`src/rtl/pwm_multi_ch.sv`:
```
`default_nettype none
// +--------------------------------------------------------------------------+
// | Module      : pwm_multi_ch                                               |
// | Description : N-channel PWM generator, edge/center aligned, with         |
// |               double-buffered duty values applied at period boundaries.  |
// | Revision    : 1.0 - initial release                                      |
// +--------------------------------------------------------------------------+

module pwm_multi_ch #(
    parameter int              CH  = 3,
    parameter int              W   = 8,
    parameter logic [CH-1:0]   POL = '0
) (
    input  logic              clk,
    input  logic              rst,
    input  logic              en,
    input  logic              tick,
    input  logic              mode,
    input  logic              duty_wr,
    input  logic [CH*W-1:0]   duty_in,
    output logic [CH-1:0]     pwm,
    output logic              period_start,
    output logic              load_pending
);

    localparam logic [W-1:0] c_MAX  = '1;
    localparam logic         c_UP   = 1'b0;
    localparam logic         c_DOWN = 1'b1;

    logic [W-1:0]    ctr_q,    ctr_d;
    logic            dir_q,    dir_d;
    logic            mode_q,   mode_d;
    logic [CH*W-1:0] shadow_q, shadow_d;
    logic [CH*W-1:0] active_q, active_d;
    logic            pend_q,   pend_d;
    logic            pstart_q, pstart_d;
    logic [CH-1:0]   pwm_q,    pwm_d;

    logic [W-1:0]    ctr_step;
    logic            dir_step;
    logic            boundary;
    logic            load;
    logic [CH-1:0]   raw;

    // Counter value and direction one tick ahead, independent of en/tick.
    always_comb begin
        ctr_step = ctr_q;
        dir_step = dir_q;
        if (!mode_q) begin
            ctr_step = ctr_q + 1'b1;
            dir_step = c_UP;
        end else if (dir_q == c_UP) begin
            ctr_step = ctr_q + 1'b1;
            dir_step = (ctr_step == c_MAX) ? c_DOWN : c_UP;
        end else begin
            ctr_step = ctr_q - 1'b1;
            dir_step = (ctr_step == '0) ? c_UP : c_DOWN;
        end
    end

    assign boundary = en && tick && (ctr_step == '0);
    // Parking the counter (en low) is also a safe point to apply a pending load.
    assign load     = pend_q && (boundary || !en);

    for (genvar i = 0; i < CH; i++) begin : g_ch
        assign raw[i] = (ctr_q < active_q[i*W +: W]);
    end

    always_comb begin
        ctr_d    = ctr_q;
        dir_d    = dir_q;
        mode_d   = mode_q;
        shadow_d = shadow_q;
        active_d = active_q;
        pend_d   = pend_q;
        pstart_d = 1'b0;
        pwm_d    = POL;

        if (!en) begin
            ctr_d  = '0;
            dir_d  = c_UP;
            mode_d = mode;
        end else begin
            pwm_d = raw ^ POL;
            if (tick) begin
                ctr_d = ctr_step;
                dir_d = dir_step;
            end
            if (boundary) begin
                dir_d    = c_UP;
                mode_d   = mode;
                pstart_d = 1'b1;
            end
        end

        // A write on the load edge wins the shadow but the old shadow still lands.
        if (load) begin
            active_d = shadow_q;
            pend_d   = 1'b0;
        end
        if (duty_wr) begin
            shadow_d = duty_in;
            pend_d   = 1'b1;
        end
    end

    always_ff @(posedge clk) begin
        if (rst) begin
            ctr_q    <= '0;
            dir_q    <= c_UP;
            mode_q   <= 1'b0;
            shadow_q <= '0;
            active_q <= '0;
            pend_q   <= 1'b0;
            pstart_q <= 1'b0;
            pwm_q    <= POL;
        end else begin
            ctr_q    <= ctr_d;
            dir_q    <= dir_d;
            mode_q   <= mode_d;
            shadow_q <= shadow_d;
            active_q <= active_d;
            pend_q   <= pend_d;
            pstart_q <= pstart_d;
            pwm_q    <= pwm_d;
        end
    end

    assign pwm          = pwm_q;
    assign period_start = pstart_q;
    assign load_pending = pend_q;

endmodule

`default_nettype wire
```
`config.mk`:
```
export PLATFORM = sky130hd
export DESIGN_NAME = pwm_multi_ch
export DESIGN_NICKNAME = d
export VERILOG_FILES = /design/src/rtl/pwm_multi_ch.sv
export SDC_FILE = /design/constraint.sdc
export NUM_CORES = 1
export LEC_CHECK = 0
export BUFFER_PORTS_ARGS = -buffer_cell sky130_fd_sc_hd__buf_2
export CORE_MARGIN = 10
export CORE_UTILIZATION = 50
export CTS_BUF_LIST = sky130_fd_sc_hd__clkbuf_8
export DETAILED_ROUTE_END_ITERATION = 10
export HOLD_SLACK_MARGIN = 0.06
export PLACE_DENSITY = 0.78
export SKIP_CTS_REPAIR_TIMING = 1
export SYNTH_ARGS = -nofsm -noshare
export SYNTH_HDL_FRONTEND = slang
export SYNTH_SLANG_ARGS = --single-unit
```
`constraint.sdc`:
```
create_clock -name clk -period 2.7 [get_ports clk]
set_input_delay 0.27 -clock clk [delete_from_list [all_inputs] [get_ports clk]]
set_output_delay 0.27 -clock clk [all_outputs]
set_load 0.01 [all_outputs]
```
==> flow_summary_export.csv <==
group,metric,value,unit
setup_path,rrSetupSlack,0.22,ns
power_and_ir_drop,p_leak,1.70,nW
sta,finalSetupViolCount,0,
synthesis,postSynthAreaPerCell,9.23,sq um
synthesis,ys_async_sr_fraction,0,%
drt,ant_nets,0,
status,status,"finished clean",
power_and_ir_drop,p_per_area,533,nW/um^2
synthesis,synthTopCellsByArea,"dfxtp_1, mux2i_1, ha_1",
cells_and_area,nets,442,
cells_and_area,area_growth,14.2,%
floorplan,pin_count,35,
clocking,cts_sinks,63,
sta,finalCritPeriodShare,91.8,%
synthesis,synth-simple-area-share,17.3,%
cells_and_area,antenna_cells,0,
sta,finalHoldViolCount,0,
synthesis,ys.flop_type,"dfxtp_1",
synthesis,synthTopCellsByCount,"dfxtp_1, nor2_1, mux2i_1",
synthesis,ys_ff_latch,63,
clocking,tritoncts,"built",
setup_path,cp.arrival,2.69,ns
global_routing,grt_pass1_wl,11.2,mm
clocking,cts.path.max_buffers,2,
synthesis,yosysTopAreaCellShare,38.8,%
worst_hold_path,min_path_type,"primary input to register",
placed_design,dp_hpwl,4.86,mm
floorplan,die-area,10100,sq um
run,cap_violations,0,
setup_path,start_kind,"register",
synthesis,synthAdderAreaFrac,9.62,%
setup_path,critPathKind,"register to register",
setup_path,crit_path_max_fanout,24,
clocking,numCtsBuffers,9,
synthesis,synth_top_family_by_area,"simple AND/OR/NAND/NOR gates",
floorplan,die_y,101,um
clocking,h-tree-depth,3,
clocking,clock_latency,0.34,ns
synthesis,synth-edff-count,0,
sta,maxSlewViolCount,0,
drt,vias,2533,
sta,hold_ws,0.161,ns
global_routing,grt_use_total,13.4,%
setup_path,cp.required,2.92,ns
floorplan,core.rowCount,29,
synthesis,synth.distinct_cells,42,
placed_design,place.gp.congestion,0.937,
cells_and_area,drive_gt1_share,18.4,%
sta,setup_tns,0,ns
setup_path,cp_slowest_stage_delay,0.42,ns
synthesis,ys_seq_area_share,38.8,%
drt,routedWlPerCell,14.2,um
sta,grt_setup_unrepaired,"no",
synthesis,synthCells,352,
synthesis,muxShareOfSynthArea,14.8,%
drt,via_per_inst,5.40,
sta,worst_slew_pin_slew,0.731,ns
sta,slew_headroom,51.3,%
synthesis,yosys.area_share.xor_xnor,3.23,%
placed_design,port_buffers,34,
synthesis,synthesis.area,3250,sq um
drt,drc,0,
synthesis,synth-compound-area-share,10.4,%
floorplan,start_util,51.2,%
floorplan,core_area,6350,sq um
synthesis,yosys.area.top_type,"dfxtp_1",
synthesis,synth.most_common_cell,"dfxtp_1",
clocking,root_buffer,"clkbuf_8",
sta,skew,0.0110,ns
drt,firstDrtPassIters,6,
global_routing,grt_start_max_net_pins,52,
synthesis,yosysWarnings,0,
sta,max_freq,404,MHz
global_routing,grt.overflow.total,0,
setup_path,end_kind,"register",
global_routing,antenna_found_initial,0,
cells_and_area,fillers,537,
floorplan,die_w,101,um
drt,drtIter0Drc,156,
clocking,path_clk_slew,0.07,ns
drt,drt-total-wl,6.68,mm
power_and_ir_drop,ir_drop,0.000393,V
setup_path,critical_path.cell_chain,"inv_1 -> ha_1 -> and3_1 -> a22o_1 -> xor2_1 -> nor4_4 -> a41oi_4 -> buf_12 -> mux2i_1 -> nor2_1",
sta,period_needed,2.48,ns
synthesis,syn-num-nets,407,
global_routing,grt_pass1_vias,2532,
setup_path,slowest_stage,"dfxtp_2",
[cells by family after synthesis]
kind of cell               Yosys count
AOI/OAI and AO/OA                   48
muxes                               48
adders and majority gates           25
DFF                                 63
buffers and inverters               44
and+or+nand+nor                    112
xor gates and xnor gates            12
[layer usage]
| layer | GRT usage [%] | part of all wire, % |
|---|---|---|
| met1 | 16.3 | 46 |
| met5 | 0 | 0 |
| met2 | 20.7 | 46 |
| met3 | 3.77 | 5.2 |
| met4 | 7.83 | 3.0 |
[cell usage in the layout, fill, tap and decap left out, drive strengths merged]
cell / netlist / layout
clkbuf: 16 / 9
nor2: 61 / 61
bufinv: 0 / 1
a31oi: 4 / 4
a41oi: 2 / 2
buf: 4 / 44
nand3: 8 / 8
clkinv: 0 / 3
o31ai: 1 / 1
nand2b: 7 / 7
and4b: 1 / 1
dfxtp: 63 / 63
nor4b: 1 / 1
inv: 24 / 25
a22oi: 1 / 1
ha: 25 / 25
nand4: 2 / 2
a2111oi: 1 / 1
clkinvlp: 0 / 2
a21oi: 8 / 8
xor2: 5 / 5
nand3b: 2 / 2
nor2b: 4 / 4
and2: 3 / 3
nor3: 2 / 2
and3: 2 / 2
or4: 2 / 2
a21boi: 3 / 3
a211oi: 5 / 5
mux2i: 48 / 48
or2: 3 / 3
a21o: 9 / 9
nor4: 5 / 5
nor3b: 1 / 1
xnor2: 7 / 7
o21ai: 13 / 13
nand2: 4 / 4
a22o: 1 / 1
or3: 4 / 4
[worst paths after layout]
kind,startpoint,endpoint,depth (start not counted)
worst max-delay path,ctr_q[1]$_SDFFE_PP0P_,active_q[9]$_SDFFE_PP0P_,10
worst min-delay path,duty_in[9],shadow_q[9]$_SDFFE_PP0P_,3
worst max register to register,ctr_q[1]$_SDFFE_PP0P_,active_q[9]$_SDFFE_PP0P_,10
worst min register to register,shadow_q[9]$_SDFFE_PP0P_,shadow_q[9]$_SDFFE_PP0P_,2
[stage by stage]
stage	total power [mW]	util, %	worst slack (ns)	cells	area [sq um]
floorplan	1.13	-	0.0135	352	3250
global placement	1.18	55.2	0.149	453	3500
detailed placement	1.19	55.2	0.0542	453	3500
CTS	2.00	58.3	0.00204	469	3700
global route	2.06	58.5	0.0232	469	3710
finish	1.98	58.5	0.223	469	3710
[cell type report]
class	instances	area (sq um)	share of cell area, %
Multi-Input combinational cell	245	1810	48.7
Timing Repair Buffer	44	258	6.94
Tap cell	77	96.3	2.60
Clock inverter	7	72.6	1.95
Inverter	24	90.1	2.43
Clock buffer	9	124	3.34
Sequential cell	63	1260	34.0
[worst max-delay path: cells and delay by family (launching register included)]
family	cells	cell delay (ns)
AOI/OAI and AO/OA	2	0.40
xor gates and xnor gates	1	0.17
adders and majority gates	1	0.25
buffers and inverters	2	0.32
DFF	1	0.42
muxes	1	0.19
and+or+nand+nor	3	0.60
[report_power, final]
part	internal [mW]	total, mW	switching [mW]
registers	0.963	0.985	0.0213
logic	0.0877	0.180	0.0922
clock network	0.427	0.815	0.387
[state kept, by name, summed over array words and instances (netlist names)]
name	flops
active_q	24
ctr_q	8
dir_q	1
load_pending	1
mode_q	1
period_start	1
pwm	3
shadow_q	24
Power figures use the tool's default switching activity.
